==> config.mk <==
export PLATFORM = sky130hd
export DESIGN_NAME = ps2_key_mapper
export DESIGN_NICKNAME = d
export VERILOG_FILES = /design/src/rtl/ps2_map_pkg.sv /design/src/rtl/ps2_autofire_gen.sv /design/src/rtl/ps2_key_mapper.sv
export SDC_FILE = /design/constraint.sdc
export NUM_CORES = 1
export LEC_CHECK = 0
export ABC_AREA = 1
export BUFFER_PORTS_ARGS = -buffer_cell sky130_fd_sc_hd__buf_4
export CAP_MARGIN = 20
export CORE_ASPECT_RATIO = 0.9
export CORE_MARGIN = 3
export CORE_UTILIZATION = 48
export DETAILED_ROUTE_END_ITERATION = 8
export PLACE_DENSITY = 0.72
export SYNTH_ARGS = -nofsm -noshare
export SYNTH_HDL_FRONTEND = slang
export SYNTH_SLANG_ARGS = --single-unit
==> constraint.sdc <==
create_clock -name clk_sys -period 3.2 [get_ports clk_sys]
set_clock_uncertainty 0.15 [all_clocks]
set_input_delay 0 -clock clk_sys [delete_from_list [all_inputs] [get_ports clk_sys]]
set_output_delay 0 -clock clk_sys [all_outputs]
set_load 0.05 [all_outputs]
==> src/rtl/ps2_map_pkg.sv <==
// Shared types and helpers for the PS/2 keymap: entry layout, ps2_key bit
// positions and the single-entry match rule.
package ps2_map_pkg;

    localparam int TOGGLE_BIT = 10;
    localparam int PRESS_BIT  = 9;
    localparam int EXT_BIT    = 8;

    typedef struct packed {
        logic       valid;
        logic       ignore_ext;
        logic       ext;
        logic [7:0] code;
    } map_entry_t;

    // A wildcard entry accepts the scancode with or without the E0 prefix.
    function automatic logic entry_match(input map_entry_t entry, input logic [8:0] key);
        return entry.valid && (entry.code == key[7:0]) &&
               (entry.ignore_ext || (entry.ext == key[8]));
    endfunction

endpackage

==> src/rtl/ps2_autofire_gen.sv <==
// Free-running autofire timebase: counts 0..AF_PERIOD-1 and flips phase on
// each wrap, so phase is a square wave with AF_PERIOD-cycle half-periods.
module ps2_autofire_gen #(
    parameter int AF_PERIOD = 1500000
) (
    input  logic clk_sys,
    input  logic reset_n,
    output logic phase
);

    localparam int CW = (AF_PERIOD > 2) ? $clog2(AF_PERIOD) : 1;

    logic [CW-1:0] count;

    always_ff @(posedge clk_sys or negedge reset_n) begin
        if (!reset_n) begin
            count <= '0;
            phase <= 1'b0;
        end else if (count == CW'(AF_PERIOD - 1)) begin
            count <= '0;
            phase <= ~phase;
        end else begin
            count <= count + 1'b1;
        end
    end

endmodule

==> src/rtl/ps2_key_mapper.sv <==
// Runtime-programmable PS/2 scancode to button mapper, ORed with joystick bits.
// Define PS2_AUTOFIRE_EN to gate held keys with a per-button autofire square wave.
module ps2_key_mapper
    import ps2_map_pkg::*;
#(
    parameter int  NUM_BTN   = 16,
    parameter int  AF_PERIOD = 1500000,
    localparam int IW        = (NUM_BTN > 1) ? $clog2(NUM_BTN) : 1
) (
    input  logic               clk_sys,
    input  logic               reset_n,
    input  logic [10:0]        ps2_key,
    input  logic               map_wr,
    input  logic [IW-1:0]      map_idx,
    input  logic [10:0]        map_entry,
    input  logic               clear_all,
    input  logic [NUM_BTN-1:0] joy_in,
    input  logic [NUM_BTN-1:0] af_mask,
    output logic [NUM_BTN-1:0] btn_out,
    output logic               key_event
);

    map_entry_t         keymap [NUM_BTN];
    logic [NUM_BTN-1:0] key_held;
    logic [NUM_BTN-1:0] match_vec;
    logic [NUM_BTN-1:0] held_eff;
    logic               primed;
    logic               old_toggle;
    logic               event_seen;

    // The first edge after reset only records the toggle level, so a stale level never reads as a keypress.
    always_ff @(posedge clk_sys or negedge reset_n) begin
        if (!reset_n) begin
            primed     <= 1'b0;
            old_toggle <= 1'b0;
        end else begin
            primed     <= 1'b1;
            old_toggle <= ps2_key[TOGGLE_BIT];
        end
    end

    assign event_seen = primed && (ps2_key[TOGGLE_BIT] != old_toggle);

    always_comb begin
        match_vec = '0;
        for (int i = 0; i < NUM_BTN; i++) begin
            match_vec[i] = entry_match(keymap[i], ps2_key[EXT_BIT:0]);
        end
    end

    always_ff @(posedge clk_sys or negedge reset_n) begin
        if (!reset_n) begin
            key_held  <= '0;
            key_event <= 1'b0;
        end else if (clear_all) begin
            key_held  <= '0;
            key_event <= 1'b0;
        end else begin
            key_event <= event_seen && (|match_vec);
            if (event_seen) begin
                for (int i = 0; i < NUM_BTN; i++) begin
                    if (match_vec[i]) begin
                        key_held[i] <= ps2_key[PRESS_BIT];
                    end
                end
            end
        end
    end

    // Writes land on the same edge as any lookup, so a coincident event still sees the old entry.
    always_ff @(posedge clk_sys or negedge reset_n) begin
        if (!reset_n) begin
            for (int i = 0; i < NUM_BTN; i++) begin
                keymap[i] <= '0;
            end
        end else begin
            for (int i = 0; i < NUM_BTN; i++) begin
                if (map_wr && (map_idx == IW'(i))) begin
                    keymap[i] <= map_entry_t'(map_entry);
                end
            end
        end
    end

`ifdef PS2_AUTOFIRE_EN
    logic af_phase;

    ps2_autofire_gen #(
        .AF_PERIOD(AF_PERIOD)
    ) u_autofire (
        .clk_sys (clk_sys),
        .reset_n (reset_n),
        .phase   (af_phase)
    );

    assign held_eff = key_held & (~af_mask | {NUM_BTN{af_phase}});
`else
    logic unused_af;

    assign unused_af = ^{af_mask, AF_PERIOD[0]};
    assign held_eff  = key_held;
`endif

    assign btn_out = held_eff | joy_in;

endmodule
==> results of run 1 <==
how the worst max path moves through the flow:
stage,from,endpoint,slack (ns),cells after the start
floorplan,old_toggle$_DFF_PN0_,held_eff[3]$_DFFE_PN0P_,1.74,7
global placement,ps2_key[5],key_event$_DFF_PN0_,1.24,13
detailed placement,ps2_key[5],key_event$_DFF_PN0_,1.27,13
CTS,keymap[107]$_DFFE_PN0P_,key_event$_DFF_PN0_,1.50,10
global route,keymap[85]$_DFFE_PN0P_,key_event$_DFF_PN0_,1.30,10
finish,old_toggle$_DFF_PN0_,held_eff[12]$_DFFE_PN0P_,1.44,7
layout make-up:
type,count,share of cell area
Clock buffer,25,0.0430
Clock inverter,6,0.00740
Inverter,138,0.0478
Multi-Input combinational cell,895,0.373
Sequential cell,195,0.451
Tap cell,250,0.0289
Timing Repair Buffer,68,0.0493
flip-flops by register name, summed over array words and instances (netlist names):
name and flops:
keymap 176, primed 1, key_event 1, old_toggle 1, held_eff 16
metrics by stage:
step,utilization,worst slack [ns]
2_1_floorplan,-,1.74
4_1_cts,0.551,1.50
3_3_place_gp,0.523,1.24
5_1_grt,0.551,1.30
3_5_place_dp,0.523,1.27
6_report,0.551,1.44
layout by cell type (no fill, tap or decap), types with 6 or more instances in the layout:
cell type and instances:
o22ai_1 6, nor2_1 84, buf_4 64, dfrtp_1 195
o21ai_0 199, xnor2_1 37, a21boi_0 6, nand4_1 17
inv_1 131, a21oi_1 11, nand2_1 465, inv_2 6
nand3_1 35, clkbuf_16 17, clkbuf_1 7, or2_2 17
cell families (layout without fill, tap and decap cells):
kind of cell / count (synthesis) / in the layout
other: 1 / 1
AO/OA/AOI/OAI: 232 / 232
XOR/XNOR: 40 / 40
AND/OR/NAND/NOR: 622 / 622
flip-flops: 195 / 195
buffers and inverters: 206 / 237
power groups by stage:
stage                     clock (mW)  combinational (mW)  sequential [mW]
after detailed placement           0                1.26             3.27
after global placement             0                1.22             3.26
after global routing            2.19                1.48             3.30
after CTS                       2.09                1.28             3.23
final                           2.06                1.27             3.24
after floorplan                    0               0.969             3.21
what timing repair did:
item | 4_1_cts | 5_1_grt
setup endpoints to repair | 0 | 0
endpoints found under the hold margin | 90 | 0
hold buffers | 2 | 0
worst register-to-register path, stage by stage, from the launching register on:
cell and delay [ns]:
dfrtp_1 0.37, nand2_1 0.06, nand2_1 0.04, nor2_1 0.08, buf_4 0.30, nand4_1 0.34, o21ai_0 0.25, inv_1 0.05
metal layers:
layer | GRT usage | vias to the layer above
met1 | 0.340 | 3897
met2 | 0.377 | 275
met4 | 0.0608 | 0
met3 | 0.0595 | 27
li1 | - | 4070
met5 | 0 | -
==> metrics.cfg, run 1 <==
[timing]
max_freq_mhz=570
period_share=0.549
rsz0062_at_grt=no
fin_crit_ns=1.76
drv_slew=0
timing.hold.ws_ns=0.0229
max_slew.worst_pin.slew_ns=0.873
final_hold_viol_count=0
slew_headroom=0.417
setup_violations=0
tns_ns=0

[worst_setup_path]
crit_type=reg -> reg
r2r-end=held_eff[12]$_DFFE_PN0P_
critPathMaxFanout=15
path_delay_family=simple AND/OR/NAND/NOR gates
crit_buf_inv=2
cpPeakStageDelay_ns=0.37
cp.required_ns=3.38
crit_top_cell=nand2_1
critPathCaptureType=register
r2r_slack_ns=1.44
reg2reg_depth=7
slowest_stage=dfrtp_1
worstPathCellList=nand2_1 > nand2_1 > nor2_1 > buf_4 > nand4_1 > o21ai_0 > inv_1
cp.arrival_ns=1.93
critPathLaunchType=register
timing.rr.start=old_toggle$_DFF_PN0_

[placed_design]
place_congestion=0.814
placed_area_sq_um=10300
place_inst=1544
dpl.hpwl_mm=15.5
port_buffers=62

[synth]
synth_top_area_cell=dfrtp_1
ys_warn_count=0
synth.distinct_cells=30
synth_edf_count=0
postSynthAreaPerCell_sq_um=7.57
yosysTopAreaCellShare=0.497
ys_ff_latch=195
synthXorXnorAreaFrac=0.0357
syn_nets=1358
netlist_top_cells_count=nand2_1 (465), o21ai_0 (199), dfrtp_1 (195), inv_1 (131), nor2_1 (84)
synth_adder_area_share=0
synth_area_sq_um=9810
synth-seq-area-share=0.497
yosysMostFrequentCell=nand2_1
synthMuxAreaShare=0
syn-instance-count=1296
synth_area_leaders=dfrtp_1 (50%), nand2_1 (18%), o21ai_0 (10%), inv_1 (5.0%), xnor2_1 (3.3%)
async_reset_ff_frac=1.00
synth-simple-area-share=0.252
synth-compound-area-share=0.123
synthFlopType=dfrtp_1
synth_top_family_by_area=simple AND/OR/NAND/NOR gates

[final_layout]
finalNetCount=1377
stdcell_area_sq_um=10800
multi_input_area_sq_um=4040
fillers=1886
drive_gt1_frac=0.0859
regArea_sq_um=4880
stdcell_count=1577
area_growth_pct=10.4
antennaDiodeCount=0

[cts]
cts.clk_slew.worst_paths_ns=0.07
cts_tree=built
cts_sinks=195
cts_setup_buffers=0
clk-insertion-delay-late_ns=0.44
cts_resized=0
root_buffer=clkbuf_16
cts_buffers=17
cts_htree_levels=4
clockBufferDepth=2

[drt]
drc_errors=0
routed-wl-met3_mm=2.04
via_per_inst=5.24
wl_met1_mm=11.8
drtIter0Drc=736
top_layer=met4
wl_met2_mm=11.5
drtPass1Iterations=6
via_count=8269
routedWlPerCell_um=16.4
wl_mm=25.8
ant_nets=0

[power]
p_seq_frac=0.493
combinationalPowerShare=0.193
clkPwrFrac=0.314
sw_frac_of_total=0.299
p_int_mw=4.61
p_leak_nw=5.57
p_switching_mw=1.96
irDropWorstVdd_uv=430
p_per_area_nw_per_um2=607
total_power_mw=6.58

[global_routing]
grt_pass1_wl_mm=40.8
grt_antenna_before_repair=0
overflow=0
grt_max_degree=93
gr-usage-all-layers=0.241
first_global_vias=7536

[status]
outcome=finished, final reports clean

[floorplan]
core_sq_um=19600
die_width_um=157
initial_core_util=0.500
io_pins=79
die_h_um=142
rows=48
die_area_sq_um=22200

[worst_hold_path]
min-delay-start=clear_all
hold_path.class=in -> reg
holdPathStages=4
hold_end=key_event$_DFF_PN0_

[run]
max_cap_violations=0

Note: power is estimated with default switching activity, not from simulation.
==> run 2, diff against run 1 <==
--- a/config.mk
+++ b/config.mk
@@ -12,7 +12,7 @@
 export CORE_MARGIN = 3
 export CORE_UTILIZATION = 48
 export DETAILED_ROUTE_END_ITERATION = 8
-export PLACE_DENSITY = 0.72
+export PLACE_DENSITY = 0.75
 export SYNTH_ARGS = -nofsm -noshare
 export SYNTH_HDL_FRONTEND = slang
 export SYNTH_SLANG_ARGS = --single-unit
==> constraint.sdc (replaced) <==
create_clock -name clk_sys -period 1.5 [get_ports clk_sys]
set_clock_uncertainty 0.15 [all_clocks]
set_input_delay 0 -clock clk_sys [delete_from_list [all_inputs] [get_ports clk_sys]]
set_output_delay 0 -clock clk_sys [all_outputs]
set_load 0.05 [all_outputs]
==> metrics.cfg, run 2 (synthesis gave the netlist of run 1 again) <==
[drt]
drc_errors=0
routedWlPerCell_um=16.3
ant_nets=0
drtIter0Drc=782
via_count=8741
drtPass1Iterations=6
via_per_inst=5.25
wl_mm=27.2

[final_layout]
layout_common_cells=nand2_1 (461), dfrtp_1 (195), o21ai_0 (186)
post-route-util=0.606
fillers=1693
drive_gt1_frac=0.154
final_common_cell=nand2_1
largest_reg_flops=176
stdcell_area_sq_um=11900
largest-register=keymap
finalNetCount=1465
area_growth_pct=21.3
multi_input_area_sq_um=4130
regArea_sq_um=4880
antennaDiodeCount=0

[placed_design]
placed_area_sq_um=10900
port_buffers=62
dpl.hpwl_mm=18.0
place_congestion=0.845

[power]
total_power_mw=15.1
p_per_area_nw_per_um2=1270
clkPwrFrac=0.335
p_leak_nw=6.09
irDropWorstVdd_uv=805
sw_frac_of_total=0.296
p_switching_mw=4.47
p_int_mw=10.6
p_seq_frac=0.460
combinationalPowerShare=0.205

[timing]
setup_violations=8
final_hold_viol_count=0
period_share=1.04
slew_headroom=0.553
drv_slew=0
max_slew.worst_pin.slew_ns=0.669
max_freq_mhz=642
timing.hold.ws_ns=0.0166
worst_slack_ns=-0.0568
rsz0062_at_grt=yes
fin_crit_ns=1.56

[worst_setup_path]
cp.arrival_ns=1.74
critPathMaxFanout=4
cp.required_ns=1.68
critPathLaunchType=register
critPathCaptureType=register
crit_type=reg -> reg

[floorplan]
die_h_um=142
initial_core_util=0.500
rows=48
die_area_sq_um=22200
core_sq_um=19600
die_width_um=157
io_pins=79

[run]
max_cap_violations=0

[global_routing]
grt_pass1_wl_mm=43.8
overflow=0
gr-usage-all-layers=0.255
first_global_vias=8155
grt_max_degree=52
grt_antenna_before_repair=0

[status]
violations=negative setup slack
outcome=finished, violations left

[cts]
cts_tree=built
clockBufferDepth=2
cts_sinks=195
root_buffer=clkbuf_16
clk-insertion-delay-late_ns=0.44
cts_buffers=17
cts.clk_slew.worst_paths_ns=0.07
cts_htree_levels=4

[worst_hold_path]
hold_path.class=in -> reg

-- run 2: cell types whose count changed in the layout (fill, tap and decap cells not counted), moves of 4 or more --
cell and delta:
o21ai_1 +13, o21ai_0 -13, buf_12 +12, nor2_2 +14
clkbuf_1 -7, buf_4 +54, nand2_2 +4, dlygate4sd3_1 +18
nor2_1 -16, nand2_1 -4, clkinvlp_4 +4
-- run 2: layout make-up --
| type | count | area share |
|---|---|---|
| timing repair buffer | 156 | 0.118 |
| multi-input combinational | 895 | 0.347 |
| clock inverter | 12 | 0.0170 |
| sequential | 195 | 0.410 |
| inverter | 138 | 0.0435 |
| clock buffer | 19 | 0.0380 |
| tap | 250 | 0.0263 |
-- run 2: repair_timing --
action                                  CTS  global route
setup buffers                             3             2
pin swaps                                14            17
endpoints found under the hold margin   372             0
endpoints found under the setup margin   17            20
hold buffers                             20             0
resized for setup                        21            31
gates cloned                              0             0
-- run 2: power by group through the flow --
stage,Sequential [mW],Combinational [mW],Clock [mW]
2_1_floorplan,6.84,2.07,0
3_5_place_dp,7.00,2.93,0
5_1_grt,7.07,3.54,5.36
4_1_cts,6.93,3.05,5.13
6_report,6.94,3.09,5.06
3_3_place_gp,6.97,2.84,0
-- run 2: worst paths after layout --
| kind | slack [ns] | from | cells past startpoint | endpoint |
|---|---|---|---|---|
| max reg2reg | -0.06 | old_toggle$_DFF_PN0_ | 7 | held_eff[12]$_DFFE_PN0P_ |
| max | -0.06 | old_toggle$_DFF_PN0_ | 7 | held_eff[12]$_DFFE_PN0P_ |
| min reg2reg | 0.33 | keymap[109]$_DFFE_PN0P_ | 2 | keymap[109]$_DFFE_PN0P_ |
| min in group asynchronous | 0.43 | reset_n | 3 | keymap[24]$_DFFE_PN0P_ |
| max in group asynchronous | 0.15 | reset_n | 4 | keymap[165]$_DFFE_PN0P_ |
| min | 0.02 | map_idx[2] | 5 | keymap[156]$_DFFE_PN0P_ |
-- run 2: critical path: stages, from the launching register on --
cell	delay, ns
dfrtp_1	0.39
nand2_1	0.08
nand2_2	0.06
nor2_4	0.13
buf_6	0.14
nand4_1	0.25
o21ai_1	0.20
inv_1	0.05
-- run 2: layer usage --
layer | up-vias | part of all wire | GRT usage
met5 | - | 0 | 0
met4 | 0 | 0.020 | 0.0751
met3 | 45 | 0.080 | 0.0506
met2 | 341 | 0.44 | 0.387
met1 | 4112 | 0.45 | 0.374
li1 | 4243 | - | -
-- run 2: metrics by stage --
stage / setup slack (ns) / std cells / TNS [ns]
2_1_floorplan: 0.0408 / 1296 / 0
3_3_place_gp: -0.164 / 1609 / -1.17
3_5_place_dp: -0.152 / 1609 / -1.27
4_1_cts: -0.0604 / 1663 / -0.262
5_1_grt: -0.176 / 1665 / -1.71
6_report: -0.0568 / 1665 / -0.227
